**config.mk**
```make
export PLATFORM = sky130hd
export DESIGN_NAME = scramble_codec_flat
export DESIGN_NICKNAME = d
export VERILOG_FILES = /design/src/rtl/scramble_codec_if.sv /design/src/rtl/scramble_codec.sv /design/src/flat_wrapper.sv
export SDC_FILE = /design/constraint.sdc
export NUM_CORES = 1
export LEC_CHECK = 0
export BUFFER_PORTS_ARGS = -buffer_cell sky130_fd_sc_hd__buf_4
export CORE_MARGIN = 2
export CORE_UTILIZATION = 38
export DETAILED_ROUTE_END_ITERATION = 7
export MAX_ROUTING_LAYER = met4
export PLACE_DENSITY = 0.68
export SLEW_MARGIN = 20
export SYNTH_ARGS = -nofsm -noshare
export SYNTH_HDL_FRONTEND = slang
export SYNTH_SLANG_ARGS = --single-unit
```
**constraint.sdc**
```tcl
create_clock -name iClock -period 2.4 [get_ports iClock]
set_clock_uncertainty 0.15 [all_clocks]
set_input_delay 0.72 -clock iClock [delete_from_list [all_inputs] [get_ports iClock]]
set_output_delay 0.72 -clock iClock [all_outputs]
set_load 0.05 [all_outputs]
```
**src/rtl/scramble_codec_if.sv**
```systemverilog
// Dispatcher inner interface: command channel plus read and write data channels.
// The master issues commands and write data; the slave returns read data.
interface scramble_codec_if #(
  parameter int AddressWidth = 32,
  parameter int DataWidth    = 32,
  parameter int LengthWidth  = 16
);
  logic [5:0]              opcode;
  logic [4:0]              targetId;
  logic [4:0]              sourceId;
  logic [AddressWidth-1:0] address;
  logic [LengthWidth-1:0]  length;
  logic                    cmdValid;
  logic                    cmdReady;

  logic [DataWidth-1:0]    readData;
  logic                    readValid;
  logic                    readLast;
  logic                    readReady;

  logic [DataWidth-1:0]    writeData;
  logic                    writeValid;
  logic                    writeLast;
  logic                    writeReady;

  modport master (
    output opcode, targetId, sourceId, address, length, cmdValid,
    input  cmdReady,
    input  readData, readValid, readLast,
    output readReady,
    output writeData, writeValid, writeLast,
    input  writeReady
  );

  modport slave (
    input  opcode, targetId, sourceId, address, length, cmdValid,
    output cmdReady,
    output readData, readValid, readLast,
    input  readReady,
    input  writeData, writeValid, writeLast,
    output writeReady
  );
endinterface

```
**src/rtl/scramble_codec.sv**
```systemverilog
// Additive per-lane LFSR scrambler between the command dispatcher and the RAM/NAND
// data paths; encodes read data, decodes write data, forwards everything else.
module scramble_codec #(
  parameter int                 AddressWidth       = 32,
  parameter int                 DataWidth          = 32,
  parameter int                 InnerIFLengthWidth = 16,
  parameter logic [4:0]         ThisID             = 5'd3,
  parameter logic [4:0]         ScrTargetID        = 5'd0,
  parameter int                 LFSRWidth          = 16,
  parameter logic [LFSRWidth-1:0] LFSRTaps         = 16'hB400,
  parameter logic [5:0]         OpRdPage           = 6'h01,
  parameter logic [5:0]         OpRdSpare          = 6'h02,
  parameter logic [5:0]         OpWrPage           = 6'h11,
  parameter logic [5:0]         OpWrSpare          = 6'h12
) (
  input  logic                   iClock,
  input  logic                   iReset,
  scramble_codec_if.slave        src,
  scramble_codec_if.master       dst,
  output logic                   oScrEnabled
);

  localparam int Lanes   = DataWidth / 8;
  localparam int IW      = (Lanes > 1) ? $clog2(Lanes) : 1;
  localparam int RowBits = LFSRWidth - IW;

  typedef enum logic [2:0] {Idle, BypCmd, BypTrf, EncCmd, EncRd, EncWr} state_t;

  state_t                        r_state;
  state_t                        w_nextState;
  logic [5:0]                    r_opcode;
  logic [4:0]                    r_targetId;
  logic [4:0]                    r_sourceId;
  logic [AddressWidth-1:0]       r_address;
  logic [InnerIFLengthWidth-1:0] r_length;
  logic                          r_enable;
  logic [RowBits-1:0]            r_row;
  logic                          r_isRd;
  logic [LFSRWidth-1:0]          r_lfsr [Lanes];

  logic                 w_cmdFire;
  logic                 w_isCtrl;
  logic                 w_isRdOp;
  logic                 w_isWrOp;
  logic                 w_isEnc;
  logic                 w_rdHs;
  logic                 w_wrHs;
  logic                 w_rdOpen;
  logic                 w_wrOpen;
  logic                 w_advance;
  logic [DataWidth-1:0] w_key;

  assign w_cmdFire = (r_state == Idle) && src.cmdValid;
  assign w_isCtrl  = (src.targetId == ThisID);
  assign w_isRdOp  = (src.opcode == OpRdPage) || (src.opcode == OpRdSpare);
  assign w_isWrOp  = (src.opcode == OpWrPage) || (src.opcode == OpWrSpare);
  assign w_isEnc   = r_enable && (src.targetId == ScrTargetID) && (w_isRdOp || w_isWrOp);
  assign w_rdHs    = dst.readValid && src.readReady;
  assign w_wrHs    = src.writeValid && dst.writeReady;
  assign w_advance = ((r_state == EncRd) && w_rdHs) || ((r_state == EncWr) && w_wrHs);

  always_ff @(posedge iClock) begin
    if (iReset) r_state <= Idle;
    else        r_state <= w_nextState;
  end

  always_comb begin
    w_nextState  = r_state;
    src.cmdReady = 1'b0;
    dst.cmdValid = 1'b0;
    w_rdOpen     = 1'b0;
    w_wrOpen     = 1'b0;
    unique case (r_state)
      Idle: begin
        src.cmdReady = 1'b1;
        if (src.cmdValid && !w_isCtrl) w_nextState = w_isEnc ? EncCmd : BypCmd;
      end
      BypCmd: begin
        dst.cmdValid = 1'b1;
        if (dst.cmdReady) w_nextState = (r_length == '0) ? Idle : BypTrf;
      end
      EncCmd: begin
        dst.cmdValid = 1'b1;
        if (dst.cmdReady) w_nextState = r_isRd ? EncRd : EncWr;
      end
      BypTrf: begin
        w_rdOpen = 1'b1;
        w_wrOpen = 1'b1;
        if ((w_rdHs && dst.readLast) || (w_wrHs && src.writeLast)) w_nextState = Idle;
      end
      EncRd: begin
        w_rdOpen = 1'b1;
        if (w_rdHs && dst.readLast) w_nextState = Idle;
      end
      EncWr: begin
        w_wrOpen = 1'b1;
        if (w_wrHs && src.writeLast) w_nextState = Idle;
      end
      default: w_nextState = Idle;
    endcase
  end

  // Control commands act in place; everything else is latched for forwarding.
  always_ff @(posedge iClock) begin
    if (iReset) begin
      r_opcode   <= '0;
      r_targetId <= '0;
      r_sourceId <= '0;
      r_address  <= '0;
      r_length   <= '0;
      r_enable   <= 1'b1;
      r_row      <= '0;
      r_isRd     <= 1'b0;
    end else if (w_cmdFire) begin
      r_opcode   <= src.opcode;
      r_targetId <= src.targetId;
      r_sourceId <= src.sourceId;
      r_address  <= src.address;
      r_length   <= src.length;
      if (w_isCtrl) begin
        case (src.opcode)
          6'h01:   r_enable <= 1'b0;
          6'h03:   r_enable <= 1'b1;
          default: r_row    <= src.address[RowBits-1:0];
        endcase
      end else begin
        r_isRd <= w_isRdOp;
      end
    end
  end

  // Seeds mix the row with the lane index; an all-zero seed would lock the LFSR.
  always_ff @(posedge iClock) begin
    for (int i = 0; i < Lanes; i++) begin
      if (iReset) begin
        r_lfsr[i] <= LFSRWidth'(1);
      end else if (r_state == EncCmd) begin
        if ({r_row, IW'(i)} == '0) r_lfsr[i] <= LFSRWidth'(1);
        else                       r_lfsr[i] <= {r_row, IW'(i)};
      end else if (w_advance) begin
        r_lfsr[i] <= (r_lfsr[i] >> 1) ^ (r_lfsr[i][0] ? LFSRTaps : '0);
      end
    end
  end

  always_comb begin
    w_key = '0;
    for (int i = 0; i < Lanes; i++) w_key[8*i +: 8] = r_lfsr[i][7:0];
  end

  assign dst.opcode   = r_opcode;
  assign dst.targetId = r_targetId;
  assign dst.sourceId = r_sourceId;
  assign dst.address  = r_address;
  assign dst.length   = r_length;

  assign src.readValid  = w_rdOpen && dst.readValid;
  assign dst.readReady  = w_rdOpen && src.readReady;
  assign src.readLast   = dst.readLast;
  assign src.readData   = dst.readData ^ ((r_state == EncRd) ? w_key : '0);

  assign dst.writeValid = w_wrOpen && src.writeValid;
  assign src.writeReady = w_wrOpen && dst.writeReady;
  assign dst.writeLast  = src.writeLast;
  assign dst.writeData  = src.writeData ^ ((r_state == EncWr) ? w_key : '0);

  assign oScrEnabled = r_enable;

endmodule

```
**src/flat_wrapper.sv**
```systemverilog
// flat-port wrapper written by rule: the top's interface ports become plain ports
module scramble_codec_flat 
#(
  parameter int                 AddressWidth       = 32,
  parameter int                 DataWidth          = 32,
  parameter int                 InnerIFLengthWidth = 16,
  parameter logic [4:0]         ThisID             = 5'd3,
  parameter logic [4:0]         ScrTargetID        = 5'd0,
  parameter int                 LFSRWidth          = 16,
  parameter logic [LFSRWidth-1:0] LFSRTaps         = 16'hB400,
  parameter logic [5:0]         OpRdPage           = 6'h01,
  parameter logic [5:0]         OpRdSpare          = 6'h02,
  parameter logic [5:0]         OpWrPage           = 6'h11,
  parameter logic [5:0]         OpWrSpare          = 6'h12
)
  (iClock, iReset, oScrEnabled, src_opcode, src_targetId, src_sourceId, src_address, src_length, src_cmdValid, src_cmdReady, src_readData, src_readValid, src_readLast, src_readReady, src_writeData, src_writeValid, src_writeLast, src_writeReady, dst_opcode, dst_targetId, dst_sourceId, dst_address, dst_length, dst_cmdValid, dst_cmdReady, dst_readData, dst_readValid, dst_readLast, dst_readReady, dst_writeData, dst_writeValid, dst_writeLast, dst_writeReady);
  scramble_codec_if #(.AddressWidth(AddressWidth), .DataWidth(DataWidth), .LengthWidth(16)) src_i ();
  scramble_codec_if #(.AddressWidth(AddressWidth), .DataWidth(DataWidth), .LengthWidth(16)) dst_i ();
  input  logic iClock;
  input  logic iReset;
  output logic oScrEnabled;
  input wire logic [$bits(src_i.opcode)-1:0] src_opcode;
  input wire logic [$bits(src_i.targetId)-1:0] src_targetId;
  input wire logic [$bits(src_i.sourceId)-1:0] src_sourceId;
  input wire logic [$bits(src_i.address)-1:0] src_address;
  input wire logic [$bits(src_i.length)-1:0] src_length;
  input wire logic [$bits(src_i.cmdValid)-1:0] src_cmdValid;
  output wire logic [$bits(src_i.cmdReady)-1:0] src_cmdReady;
  output wire logic [$bits(src_i.readData)-1:0] src_readData;
  output wire logic [$bits(src_i.readValid)-1:0] src_readValid;
  output wire logic [$bits(src_i.readLast)-1:0] src_readLast;
  input wire logic [$bits(src_i.readReady)-1:0] src_readReady;
  input wire logic [$bits(src_i.writeData)-1:0] src_writeData;
  input wire logic [$bits(src_i.writeValid)-1:0] src_writeValid;
  input wire logic [$bits(src_i.writeLast)-1:0] src_writeLast;
  output wire logic [$bits(src_i.writeReady)-1:0] src_writeReady;
  output wire logic [$bits(dst_i.opcode)-1:0] dst_opcode;
  output wire logic [$bits(dst_i.targetId)-1:0] dst_targetId;
  output wire logic [$bits(dst_i.sourceId)-1:0] dst_sourceId;
  output wire logic [$bits(dst_i.address)-1:0] dst_address;
  output wire logic [$bits(dst_i.length)-1:0] dst_length;
  output wire logic [$bits(dst_i.cmdValid)-1:0] dst_cmdValid;
  input wire logic [$bits(dst_i.cmdReady)-1:0] dst_cmdReady;
  input wire logic [$bits(dst_i.readData)-1:0] dst_readData;
  input wire logic [$bits(dst_i.readValid)-1:0] dst_readValid;
  input wire logic [$bits(dst_i.readLast)-1:0] dst_readLast;
  output wire logic [$bits(dst_i.readReady)-1:0] dst_readReady;
  output wire logic [$bits(dst_i.writeData)-1:0] dst_writeData;
  output wire logic [$bits(dst_i.writeValid)-1:0] dst_writeValid;
  output wire logic [$bits(dst_i.writeLast)-1:0] dst_writeLast;
  input wire logic [$bits(dst_i.writeReady)-1:0] dst_writeReady;
  assign src_i.opcode = src_opcode;
  assign src_i.targetId = src_targetId;
  assign src_i.sourceId = src_sourceId;
  assign src_i.address = src_address;
  assign src_i.length = src_length;
  assign src_i.cmdValid = src_cmdValid;
  assign src_cmdReady = src_i.cmdReady;
  assign src_readData = src_i.readData;
  assign src_readValid = src_i.readValid;
  assign src_readLast = src_i.readLast;
  assign src_i.readReady = src_readReady;
  assign src_i.writeData = src_writeData;
  assign src_i.writeValid = src_writeValid;
  assign src_i.writeLast = src_writeLast;
  assign src_writeReady = src_i.writeReady;
  assign dst_opcode = dst_i.opcode;
  assign dst_targetId = dst_i.targetId;
  assign dst_sourceId = dst_i.sourceId;
  assign dst_address = dst_i.address;
  assign dst_length = dst_i.length;
  assign dst_cmdValid = dst_i.cmdValid;
  assign dst_i.cmdReady = dst_cmdReady;
  assign dst_i.readData = dst_readData;
  assign dst_i.readValid = dst_readValid;
  assign dst_i.readLast = dst_readLast;
  assign dst_readReady = dst_i.readReady;
  assign dst_writeData = dst_i.writeData;
  assign dst_writeValid = dst_i.writeValid;
  assign dst_writeLast = dst_i.writeLast;
  assign dst_i.writeReady = dst_writeReady;
  scramble_codec #(.AddressWidth(AddressWidth), .DataWidth(DataWidth), .InnerIFLengthWidth(InnerIFLengthWidth), .ThisID(ThisID), .ScrTargetID(ScrTargetID), .LFSRWidth(LFSRWidth), .LFSRTaps(LFSRTaps), .OpRdPage(OpRdPage), .OpRdSpare(OpRdSpare), .OpWrPage(OpWrPage), .OpWrSpare(OpWrSpare)) u_core (.iClock(iClock), .iReset(iReset), .src(src_i), .dst(dst_i), .oScrEnabled(oScrEnabled));
endmodule
```
After elaboration in Yosys (flattened, before gate mapping)
Memories as Yosys holds them, arrays and structs flattened.
Index checks and enable logic that the tools add are counted.
{"block": "totals", "output_inout_bits": 137, "latch_bits": 0, "reg_bits": 83, "n_memories": 1, "romBits": 0, "wordCells": 124, "inputBits": 138, "ramBits": 64}
{"memory": "u_core.r_lfsr", "depth": 4, "width": 16, "read_ports": 4, "rd_ports_with_merged_regs": 0, "write_ports": 4, "line_no": "scramble_codec.sv:39", "text": "logic [LFSRWidth-1:0] r_lfsr [Lanes];"}
{"block": "classes", "mux": 47, "n_addsub": 0, "n_div": 0, "order_cmp": 0, "n_bitwise": 17, "shifts": 0, "reduce_logical": 33, "n_eq_ne": 17, "n_mul": 0}
{"operator": "$mux W16", "count": 13}
{"operator": "$mux W32", "count": 2}
{"operator": "$xor A15 B16 Y16", "count": 4}
{"operator": "$xor A32 B32 Y32", "count": 2}
{"operator": "$mux W1", "count": 22}
{"operator": "$mux W3", "count": 6}
{"operator": "$pmux W3 S6", "count": 1}
{"operator": "$logic_not A16 Y1", "count": 1}
{"operator": "$logic_and A1 B1 Y1", "count": 14}
{"operator": "$logic_not A14 Y1", "count": 1}
{"operator": "$eq A6 B2 Y1 const B", "count": 2}
{"operator": "$eq A6 B5 Y1 const B", "count": 2}
{"operator": "$or A1 B1 Y1", "count": 9}
{"operator": "$ne A2 B2 Y1 const B", "count": 4}
{"operator": "$reduce_or A2 Y1", "count": 4}
{"operator": "$eq A3 B2 Y1 const B", "count": 2}
{"operator": "$eq A3 B3 Y1 const B", "count": 2}
{"operator": "$eq A6 B1 Y1 const B", "count": 1}
{"operator": "$reduce_and A3 Y1", "count": 2}
{"operator": "$reduce_and A6 Y1", "count": 1}
{"operator": "$eq A5 B2 Y1 const B", "count": 1}
{"operator": "$logic_not A5 Y1", "count": 1}
{"operator": "$logic_or A1 B1 Y1", "count": 5}
{"operator": "$mux W2", "count": 2}
{"operator": "other kinds (8)", "count": 10}

Longest topological paths before layout
Gate-level depths: netlist of the first run.
{"block": "depth", "depth_word": 8, "depth_mapped": 7, "ltp_nobuf": 5}

Least setup slack after synthesis of the first run
OpenSTA, ideal clock, no wires.
{"block": "synth_timing", "path_type": "register to output", "start": "register u_core.r_state[1]", "end": "output dst_writeData[16]", "arrival_ps": 1968, "n_path_buf": 3, "required_ps": 1530, "slack_ps": -438, "stages_incl_launch_ff": 8, "cell_sequence": "dfxtp_1 -> buf_2 -> nor2b_1 -> and2_1 -> clkbuf_1 -> buf_2 -> nand2_1 -> xnor2_1"}
{"block": "synth_via", "elab_chain_cells": 3}
{"element": "start, declared", "line_no": "scramble_codec.sv:29", "text": "state_t r_state;"}
{"element": "start signal, assigned", "line_no": "scramble_codec.sv:63", "text": "if (iReset) r_state <= Idle;"}
{"element": "start signal, assigned", "line_no": "scramble_codec.sv:64", "text": "else r_state <= w_nextState;"}
{"element": "$eq A3 B3 Y1", "line_no": "scramble_codec.sv:165", "text": "assign dst.writeData = src.writeData ^ ((r_state == EncWr) ? w_key : '0);"}
{"element": "$mux W32", "line_no": "scramble_codec.sv:165"}
{"element": "$xor A32 B32 Y32", "line_no": "scramble_codec.sv:165"}
{"element": "end, declared", "line_no": "flat_wrapper.sv:48", "text": "output wire logic [$bits(dst_i.writeData)-1:0] dst_writeData;"}
Every way passes these cells.

Final worst setup path of the first run
{"block": "layout_timing", "start": "register u_core.r_state[0]", "end": "output src_readData[0]"}
{"block": "layout_via", "elab_chain_cells": 3}
{"element": "$eq A3 B3 Y1", "line_no": "scramble_codec.sv:160", "text": "assign src.readData = dst.readData ^ ((r_state == EncRd) ? w_key : '0);"}
{"element": "$mux W32", "line_no": "scramble_codec.sv:160"}
{"element": "$xor A32 B32 Y32", "line_no": "scramble_codec.sv:160"}
{"element": "end, declared", "line_no": "flat_wrapper.sv:29", "text": "output wire logic [$bits(src_i.readData)-1:0] src_readData;"}
Every way passes these cells.

==> summary.md, run 1 <==
| Metric | Value |
|---|---|
| Status | finished with violations |
| Failing checks | setup timing |
| Ant diodes | 0 |
| Post-synthesis cell type count | 40 |
| Fmax | around 0.37 GHz |
| Max Root-Sink Buffers | 2 |
| Routed length per instance | roughly 18 um |
| # rows | 48 |
| Worst path arrival time | about 1800 ps |
| Via count | just over 6000 |
| Leak | around 5.1 nW |
| CP Launch Type | flop |
| Peak supply drop | roughly 0.8 mV |
| Vias per inst | 5.06 |
| Area delta synth->final | 75.4% |
| Iter 0 DRT Violations | 435 |
| Area leader, netlist | edfxtp_1 |
| Largest net degree at the start of global routing | 51 |
| GRT Residual Overflow | 0 |
| Crit end category | primary output |
| Min-Delay Path Class | flop to flop |
| YS warnings | 0 |
| DPL Wire Length | approximately 15000 um |
| Number of enable flip-flop cells after synthesis | 64 |
| Final setup fails | 67 |
| Clk slew on worst S/H paths | approximately 60 ps |
| Worst-Margin Slew | 524 ps |
| Syn Inst Count | just over 700 |
| Synthesized Nets | between 800 and 900 |
| Syn Std Cell Area | 0.00670 mm2 |
| Final count of hold timing violations | 0 |
| Largest cells by area after synthesis | edfxtp_1 29%, dfxtp_1 25%, nand2_1 12%, xnor2_1 9.9%, a21oi_1 5.2% |
| Die width | between 100 and 150 um |
| Die Y | approximately 140 um |
| Ys flop type | dfxtp_1 |
| Port bufs | between 200 and 300 |
| Setup ws final | -297 ps |
| Max-slew headroom | approximately two thirds |
| Final WL | 21600 um |
| Yosys top cell area share | between 20 and 30% |
| Tcrit/Tclk final | 112% |
| CTS sink count | between 100 and 150 |
| Yosys reg bits | 147 |
| Vias in the first global route | about 6300 |
| Setup WS pre-CTS | 41.0 ps |
| Core area | around 0.017 mm2 |
| Critical Path RT | around 1500 ps |
| Remaining DRCs | 0 |
| CP max stage delay | 320 ps |
| Critical path cell sequence | buf_6 -> nor2_4 -> buf_12 -> buf_8 -> nand2_4 -> xnor2_4 -> buf_6 |
| Final Wtd Congestion | roughly 0.83 |
| Initial antenna violation count | 0 |
| Crit Path Class | flop to primary output |
| CTS tree | yes |
| RSZ-0062 raised after global routing | yes |
| CTS root buf | clkbuf_16 |
| H-tree depth | 4 |
| Share of layout cells above drive strength 1 | 49.0% |
| CTS buffer count | 17 |
| Slew Viols, Final | 0 |
| CP bufs+invs | 4 |
| Clk_lat worst skew | 420 ps |
| Initial Util | 38.9% |
| Crit-path slowest cell | dfxtp_2 |
| Ys async rst share | 0% |
| Post-layout minimum cycle time | roughly 2700 ps |
| Syn_area_per_cell | 9.42 um2 |
| Critical path's most frequent cell | buf_6 |
| Total GRT Usage | a little under a quarter |
| Crit-path max FO | 12 |
| Router iterations before antenna repair | 5 |
| Power per standard cell area | around 740 mW/mm2 |
| Largest delay share family, worst path | buffers and inverters |
| Max cap viols | 0 |
| Hold_ws | 304 ps |
| Die ar. | 0.0187 mm2 |
| First-pass GRT wire length | ~33000 um |
| Sequential share of the synthesized area | roughly 53% |
| I/O Pins | between 200 and 300 |
| # nets final | ~1100 |
| Post-route ant nets | 0 |
[layout make-up]
class | count | area, um2
inverter | 3 | 13.8
timing repair buffer | 314 | 2820
sequential | 147 | 3590
fill | 1320 | 5490
multi-input combinational | 510 | 4450
tap | 225 | 282
clock buffer | 19 | 433
clock inverter | 12 | 164
[power breakdown]
part | total, mW | switching, mW | internal, mW | leakage (nW)
Clock | 2.72 | 0.999 | 1.72 | 0.291
Sequential | 3.08 | 0.195 | 2.89 | 1.33
Combinational | 2.88 | 1.83 | 1.05 | 3.47
Total | 8.68 | 3.03 | 5.66 | 5.09
[path summary, 6_finish.rpt]
| kind | startpoint | to | slack (ps) | cells after the start |
|---|---|---|---|---|
| worst max register to register | u_core.r_row[3]$_SDFFE_PP0P_ | u_core.r_lfsr[3][4]$_DFFE_PP_ | 280 | 4 |
| worst min-delay path | u_core.dst.address[25]$_SDFFE_PP0P_ | u_core.dst.address[25]$_SDFFE_PP0P_ | 300 | 2 |
| worst min register to register | u_core.dst.address[25]$_SDFFE_PP0P_ | u_core.dst.address[25]$_SDFFE_PP0P_ | 300 | 2 |
| worst max-delay path | u_core.r_state[0]$_SDFFE_PP0P_ | src_readData[0] | -300 | 7 |
[cells in the mapped netlist (2+ instances only)]
master,instances
buf_4,3
or4_1,2
a21oi_1,69
nand2_1,221
o21ai_0,13
a22oi_1,2
nand3b_1,2
and3_1,2
mux2i_1,15
clkbuf_1,17
nor4_1,6
nor2_1,26
xnor2_1,76
and2_1,6
buf_2,30
nand3_1,5
edfxtp_1,64
nand4_1,2
nor3_1,4
a21o_1,2
a22o_1,36
nand2b_1,3
inv_1,3
nor2b_1,4
dfxtp_1,83
[registers in the layout (all words and copies together), names as in the netlist]
| signal | cells |
|---|---|
| u_core.r_state | 3 |
| u_core.r_lfsr | 64 |
| u_core.dst.sourceId | 5 |
| u_core.dst.address | 32 |
| u_core.dst.targetId | 5 |
| u_core.r_row | 14 |
| u_core.dst.length | 16 |
| u_core.dst.opcode | 6 |
| u_core.r_isRd | 1 |
| u_core.oScrEnabled | 1 |
[metal layers]
layer	track usage [%]	wire, um
met1	28.2	8570
met3	6.00	1740
met4	7.62	546
met5	-	0
met2	39.4	10700
[per-stage QoR]
step	instances	instance area [um2]	power [mW]	utilization (%)	TNS, ps
3_3_place_gp	1185	10200	5.77	59.3	0
4_1_cts	1228	11600	8.68	67.6	-16760
3_5_place_dp	1185	10200	5.79	59.3	0
5_1_grt	1230	11800	9.01	68.2	-20350
2_1_floorplan	711	7860	4.88	-	-88.0
6_report	1230	11800	8.68	68.2	-15510
[cells in the final DEF (no fill, tap or decap), types with 3 or more instances in the layout]
cell	instances
a21oi_1	68
a22o_1	36
and2_4	3
buf_12	7
buf_4	226
buf_6	70
buf_8	9
bufinv_16	4
clkbuf_16	17
clkinv_2	4
dfxtp_1	80
edfxtp_1	64
mux2i_1	15
nand2_1	155
nand2_2	41
nand2_4	18
nand2_8	7
nand3_1	5
nor2_1	24
nor3_1	4
nor4_1	6
o21ai_0	13
xnor2_1	12
xnor2_4	62
[cells by family (layout without fill, tap and decap cells)]
group	count (synthesis)	count (layout)	synth area share, %
AND/OR/NAND/NOR	288	288	17.8
flip-flops	147	147	53.5
AO/OA/AOI/OAI	129	129	12.3
XOR/XNOR	77	77	10.1
buffers and inverters	54	348	3.87
multiplexers	16	16	2.41
[worst min-delay path, delay by kind of cell, from the launching register on]
family / cells / cell delay [ps]
flip-flops: 1 / 310
AND/OR/NAND/NOR: 1 / 50
AO/OA/AOI/OAI: 1 / 50
[timing repair]
item,4_1_cts,5_1_grt
gates cloned,4,0
setup endpoints to repair,68,69
gates resized for setup,182,30
pin swaps,11,8
endpoints found under the hold margin,0,0
buffers inserted,9,3
hold buffers,0,0
Note: power is estimated with default switching activity, not from simulation.
==> run 2, diff against run 1 <==
- ABC_AREA: unset -> 1
- SKIP_LAST_GASP: unset -> 1
==> summary.md, run 2 <==
| Metric | Value |
|---|---|
| Post-synthesis simple-gate area fraction | 21.0% (+3.1 points) |
| Worst-Margin Slew | 720 ps (+196 ps) |
| Finished Layout Cells | 1322 (+7.5%) |
| Hold Path Depth | 2 (unchanged) |
| Via count | 6471 (+4.0%) |
| # rows | 49 (+2.1%) |
| Power per standard cell area | 776 mW/mm2 (+5.0%) |
| Syn Inst Count | 812 (+14%) |
| Port bufs | 274 (unchanged) |
| Crit end category | primary output |
| Area of the multi-input gates | 0.00352 mm2 (-21%) |
| DPL Wire Length | 15800 um (+6.0%) |
| Tot Pwr | 8.28 mW (-4.6%) |
| First-pass GRT wire length | 34300 um (+3.9%) |
| # nets final | 1218 (+7.7%) |
| Leak | 4.71 nW (-7.5%) |
| Clk slew on worst S/H paths | 60 ps (about the same) |
| Ys flop type | dfxtp_1 |
| Remaining DRCs | 0 (unchanged) |
| Critical Path RT | 1530 ps (about the same) |
| Syn_area_per_cell | 8.47 um2 (-10%) |
| Post-synth top cells | 150 x nand2_1, 97 x nor2_1, 83 x a21oi_1, 83 x dfxtp_1, 78 x nand3_1 |
| R2r endpoint | u_core.r_lfsr[2][10]$_SDFFCE_PN0P_ |
| Crit-path max FO | 35 (+23) |
| Worst path arrival time | 1730 ps (-100 ps) |
| Reg with most FFs | u_core.r_lfsr |
| Router iterations before antenna repair | 5 (unchanged) |
| Final Wtd Congestion | 0.868 (+4.6%) |
| CP Launch Type | flop |
| Area delta synth->final | 55.1% |
| Final setup fails | 66 (-1.5%) |
| Max reg flops | 64 (unchanged) |
| CTS sink count | 147 (unchanged) |
| Vias in the first global route | 6467 (+2.0%) |
| Sink of the worst hold path | u_core.dst.address[25]$_SDFFE_PP0P_ |
| GRT Residual Overflow | 0 (unchanged) |
| Number of enable flip-flop cells after synthesis | 64 (unchanged) |
| Multiplexer share of the synthesized area | 0% (-2.4 points) |
| Slew Viols, Final | 0 (unchanged) |
| Max cap viols | 0 (unchanged) |
| Min-Delay Path Class | flop to flop |
| Iter 0 DRT Violations | 421 (-3.2%) |
| Setup ws final | -196 ps (+101 ps) |
| Area leader, netlist | edfxtp_1 |
| Peak supply drop | 0.490 mV (-39%) |
| Vias per inst | 4.89 (-3.2%) |
| Fmax | 0.385 GHz (+3.9%) |
| R2R depth | 9 (+5) |
| H-tree depth | 4 (unchanged) |
| Max-slew headroom | 52.0% (-13 points) |
| RSZ-0062 raised after global routing | yes |
| Final WL | 21800 um (+0.92%) |
| Register cell area after layout | 0.00359 mm2 (unchanged) |
| Max Root-Sink Buffers | 2 (unchanged) |
| Syn Std Cell Area | 0.00688 mm2 (+2.7%) |
| Min-delay src | u_core.dst.address[25]$_SDFFE_PP0P_ |
| Largest net degree at the start of global routing | 66 (+29%) |
| Setup slack, reg-to-reg | 440 ps (+160 ps) |
| Hold_ws | 311 ps (+6.40 ps) |
| Most frequent cell after synthesis | nand2_1 |
| Post-synthesis xor/xnor area fraction | 9.68% (-0.39 points) |
| Synthesized Nets | 950 (+12%) |
| Die ar. | 0.0192 mm2 (+2.6%) |
| Clk_lat worst skew | 410 ps (about the same) |
| Post-layout minimum cycle time | 2600 ps (-101 ps) |
| Placed insts | 1287 (+8.6%) |
| Die width | 139 um (+1.3%) |
| CTS Hold Bufs | 0 (unchanged) |
| Sequential share of the synthesized area | 52.1% (-1.4 points) |
| Commonest non-fill, non-tap cell in the layout | buf_4 |
| CTS tree | yes |
| Post-synthesis cell type count | 27 (-33%) |
| Initial Util | 38.6% (-0.31 points) |
| Dominant combinational cell family by area after synthesis | simple AND/OR/NAND/NOR gates |
| Share of layout cells above drive strength 1 | 41.0% (-8.0 points) |
| YS warnings | 0 (unchanged) |
| Routed length per instance | 16.5 um (-6.1%) |
| Post-synthesis adder-cell area fraction | 0% (unchanged) |
| Status | finished with violations |
| R2r startpoint | u_core.r_state[1]$_SDFFE_PP0P_ |
| Initial antenna violation count | 0 (unchanged) |
| Total GRT Usage | 23.3% (-0.37 points) |
| Core area | 0.0178 mm2 (+3.5%) |
| Compound-Gate Fraction of Synth Area | 10.5% (-1.9 points) |
| Die Y | 139 um (+1.3%) |
| CTS buffer count | 17 (unchanged) |
| CTS root buf | clkbuf_16 |
| Yosys reg bits | 147 (unchanged) |
| Final count of hold timing violations | 0 (unchanged) |
| Tcrit/Tclk final | 108% (-4.2 points) |
| Most frequent cells in the layout | 238 x buf_4, 149 x nand2_1, 83 x a21oi_1, 80 x dfxtp_1, 76 x nand3_1 |
| Ys async rst share | 0% (unchanged) |
| Yosys top cell area share | 27.9% (-0.75 points) |
| Ant diodes | 0 (unchanged) |
| Crit Path Class | flop to primary output |
| Fillers | 1583 (+20%) |
| Failing checks | setup timing |
| I/O Pins | 275 (unchanged) |
| Largest cells by area after synthesis | edfxtp_1 28%, dfxtp_1 24%, nand2_1 8.2%, xor2_1 7.8%, a21oi_1 6.0% |
| Post-route ant nets | 0 (unchanged) |
## run 2: logic make-up (layout without fill, tap and decap cells)
| logic type | after synthesis | in the layout |
|---|---|---|
| AND/OR/NAND/NOR | 341 | 341 |
| flip-flops | 147 | 147 |
| AO/OA/AOI/OAI | 143 | 143 |
| buffers and inverters | 105 | 386 |
| XOR/XNOR | 76 | 76 |
## run 2: final cells by class
| type | instances | area share (%) |
|---|---|---|
| flip-flops and latches | 147 | 33.7 |
| clock inverters | 10 | 0.797 |
| multi-input cells | 560 | 32.9 |
| well taps | 229 | 2.68 |
| clock buffers | 22 | 4.16 |
| inverters | 56 | 1.97 |
| repair buffers | 298 | 23.8 |
## run 2: metrics by stage
step / utilization, % / area [um2] / setup TNS [ps] / setup slack (ps)
after floorplan: - / 7360 / -127 / -63.3
after global placement: 54.2 / 9660 / 0 / 221
after detailed placement: 54.2 / 9660 / 0 / 178
after CTS: 59.3 / 10600 / -10420 / -208
after global routing: 59.8 / 10700 / -14140 / -258
final: 59.8 / 10700 / -8700 / -196
## run 2: metal layers
metal	part of all wire, %	up-vias	GRT usage [%]
met5	0	-	-
li1	-	3136	-
met2	50	272	39.0
met4	1.7	0	6.23
met3	8.2	31	6.98
met1	40	3032	27.5
## run 2: worst max path at each step
stage,from,to,slack [ps],depth (start not counted)
global placement,u_core.r_state[0]$_SDFFE_PP0P_,src_readData[18],220,7
finish,u_core.r_state[1]$_SDFFE_PP0P_,src_readData[7],-200,6
global route,u_core.r_state[1]$_SDFFE_PP0P_,src_readData[7],-260,6
floorplan,u_core.r_state[0]$_SDFFE_PP0P_,dst_readReady,-60,4
detailed placement,u_core.r_state[0]$_SDFFE_PP0P_,src_readData[24],180,6
CTS,u_core.r_state[1]$_SDFFE_PP0P_,src_readData[18],-210,7
## run 2: where the power goes
part	internal, mW	switching [mW]
logic	0.897	1.92
registers	2.89	0.157
clock network	1.42	0.997
## run 2: repair_timing
action	in CTS	in global routing
buffers inserted	1	0
pin swaps	10	6
setup endpoints to repair	68	68
cloned	2	0
resized for setup	96	30
## run 2: critical path, stage by stage, from the launching register on
cell     delay [ps]
dfxtp_4         360
nor2_4          120
nand2_2          70
buf_12          170
nor2_1          220
xor2_2          140
buf_4           200
==> run 3, diff against run 2 <==
- CORE_UTILIZATION: 38 -> 44
- PLACE_DENSITY: 0.68 -> 0.77
==> summary.md, run 3 (same netlist as run 2, synthesis figures left out) <==
| Metric | Value |
|---|---|
| # rows | 45 (-8.2%) |
| Crit-path max FO | 8 (-77%) |
| Most frequent cells in the layout | 225 x buf_4, 147 x nand2_1, 83 x a21oi_1, 80 x dfxtp_1, 76 x nand3_1 |
| Initial antenna violation count | 0 (unchanged) |
| Largest delay share family, worst path | simple AND/OR/NAND/NOR gates |
| CP Launch Type | flop |
| Final WL | 23800 um (+9.2%) |
| Min-Delay Path Class | flop to flop |
| Register share of total power | 35.1% (-1.7 points) |
| RSZ-0062 raised after global routing | yes |
| CP bufs+invs | 2 (unchanged) |
| H-tree depth | 4 (unchanged) |
| Failing checks | setup timing |
| GRT Residual Overflow | 0 (unchanged) |
| DPL Wire Length | 14300 um (-9.9%) |
| R2r startpoint | u_core.r_state[0]$_SDFFE_PP0P_ |
| CTS root buf | clkbuf_16 |
| Final TNS setup | -11350 ps (-2650 ps) |
| Core area | 0.0153 mm2 (-14%) |
| Final setup fails | 69 (+4.5%) |
| Clk slew on worst S/H paths | 60 ps (about the same) |
| Port bufs | 274 (unchanged) |
| Routed length per instance | 18.0 um (+9.5%) |
| Worst path arrival time | 1820 ps (+90 ps) |
| Leak | 4.89 nW (+3.8%) |
| Initial Util | 45.1% (+6.5 points) |
| Reg with most FFs | u_core.r_lfsr |
| I/O Pins | 275 (unchanged) |
| Vias per inst | 5.19 (+5.9%) |
| Fmax | 0.372 GHz (-3.4%) |
| Max-slew headroom | 70.1% (+18 points) |
| Max Root-Sink Buffers | 2 (unchanged) |
| First-pass GRT wire length | 34500 um (+0.60%) |
| CTS buffer count | 17 (unchanged) |
| # nets final | 1234 (+1.3%) |
| Iter 0 DRT Violations | 592 (+41%) |
| Max cap viols | 0 (unchanged) |
| Largest net degree at the start of global routing | 65 (-1.5%) |
| Setup ws final | -288 ps (-91.5 ps) |
| Vias in the first global route | 6773 (+4.7%) |
| Clock power frac | 29.7% (+0.6 points) |
| Post-route ant nets | 0 (unchanged) |
| Critical path's most frequent cell | nor2_4 |
| Max reg flops | 64 (unchanged) |
| Total GRT Usage | 27.6% (+4.3 points) |
| Die Y | 129 um (-6.9%) |
| Router iterations before antenna repair | 5 (unchanged) |
| Critical path cell sequence | nor2_4 -> nand2_8 -> buf_16 -> nor2_4 -> xor2_2 -> buf_6 |
| Via count | 6840 (+5.7%) |
| Status | finished with violations |
| Share of layout cells above drive strength 1 | 44.1% (+3.1 points) |
| Final count of hold timing violations | 0 (unchanged) |
| Tcrit/Tclk final | 112% (+3.8 points) |
| CTS Hold Bufs | 0 (unchanged) |
| Die width | 129 um (-6.9%) |
| Commonest non-fill, non-tap cell in the layout | buf_4 |
| Post-layout minimum cycle time | 2690 ps (+91.5 ps) |
| CTS tree | yes |
| P_sw | 3.19 mW (+3.8%) |
| Gate power share | 35.2% (+1.2 points) |
| Pint | 5.51 mW (+5.8%) |
| Critical Path RT | 1530 ps (about the same) |
| Slew Viols, Final | 0 (unchanged) |
| Crit-path slowest cell | dfxtp_4 |
| Peak supply drop | 0.568 mV (+16%) |
| Die ar. | 0.0167 mm2 (-13%) |
| CP max stage delay | 370 ps (about the same) |
| Worst-Margin Slew | 448 ps (-272 ps) |
| Setup crit start | u_core.r_state[1]$_SDFFE_PP0P_ |
| Power per standard cell area | 771 mW/mm2 (-0.68%) |
| Crit Path Class | flop to primary output |
| Min-delay src | u_core.dst.address[4]$_SDFFE_PP0P_ |
| Ant diodes | 0 (unchanged) |
| CTS sink count | 147 (unchanged) |
| Final Wtd Congestion | 0.822 (-5.3%) |
| Area delta synth->final | 64.2% |
| Remaining DRCs | 0 (unchanged) |
| Sw frac | 36.7% (-0.44 points) |
| Crit end category | primary output |
| Tot Pwr | 8.70 mW (+5.1%) |
| Clk_lat worst skew | 420 ps (about the same) |
-- run 3: cell count changes in the layout (fill, tap and decap cells not counted), moves of 6 or more --
cell | previous run | this run
nor2_4 | 19 | 56
buf_6 | 53 | 72
nor2_2 | 27 | 8
nor2_1 | 54 | 36
buf_4 | 238 | 225
buf_12 | 5 | 11
-- run 3: final cells by class --
cell class | instances | area (um2)
Inverter | 56 | 226
Multi-Input combinational cell | 562 | 3820
Clock inverter | 3 | 43.8
Fill cell | 1026 | 3970
Timing Repair Buffer | 312 | 2820
Sequential cell | 147 | 3590
Tap cell | 211 | 264
Clock buffer | 28 | 528
-- run 3: power by group through the flow --
stage                     clock, mW  combinational, mW  sequential, mW
after CTS                      2.58               2.91            3.04
after global routing           2.72               3.24            3.09
after floorplan                   0               1.26            3.68
after detailed placement          0               2.72            3.08
final                          2.58               3.07            3.05
after global placement            0               2.71            3.07
-- run 3: what timing repair did --
item,4_1_cts,5_1_grt
resized for setup,158,63
cloned,4,1
endpoints found under the setup margin,67,69
hold endpoints to repair,0,0
setup buffers,9,9
pin swaps,10,33
-- run 3: path summary, 6_finish.rpt --
check,end,slack [ps],depth (start not counted)
hold reg to reg,u_core.dst.address[4]$_SDFFE_PP0P_,310,2
setup / recovery,src_readData[16],-290,6
hold / removal,u_core.dst.address[4]$_SDFFE_PP0P_,310,2
setup reg to reg,u_core.r_lfsr[0][0]$_DFFE_PP_,260,11
-- run 3: worst register-to-register path, cell delays in order (launching register included) --
cell and delay, ps:
dfxtp_4 370, buf_12 140, nand3_4 80, buf_12 200, inv_2 100, nand3_1 70, o21ai_1 110, nand2_2 160
inv_2 330, nand2_1 90, nand2_1 80, inv_1 30
-- run 3: stage by stage --
stage / hold slack (ps) / instances / util [%] / worst slack (ps) / instance area [um2]
floorplan: 294 / 812 / - / -63.3 / 7360
global placement: 299 / 1265 / 63.1 / 63.1 / 9640
detailed placement: 304 / 1265 / 63.1 / 32.8 / 9640
CTS: 310 / 1309 / 71.7 / -196 / 10900
global route: 330 / 1319 / 74.0 / -336 / 11300
finish: 310 / 1319 / 74.0 / -288 / 11300
-- run 3: metal layers --
metal  wire [um]  global-route usage (%)  vias up
met5           0                       -        -
met2       12700                    47.6      351
met4         736                    9.97        0
li1            -                       -     3176
met1        8570                    31.5     3256
met3        1790                    6.40       57
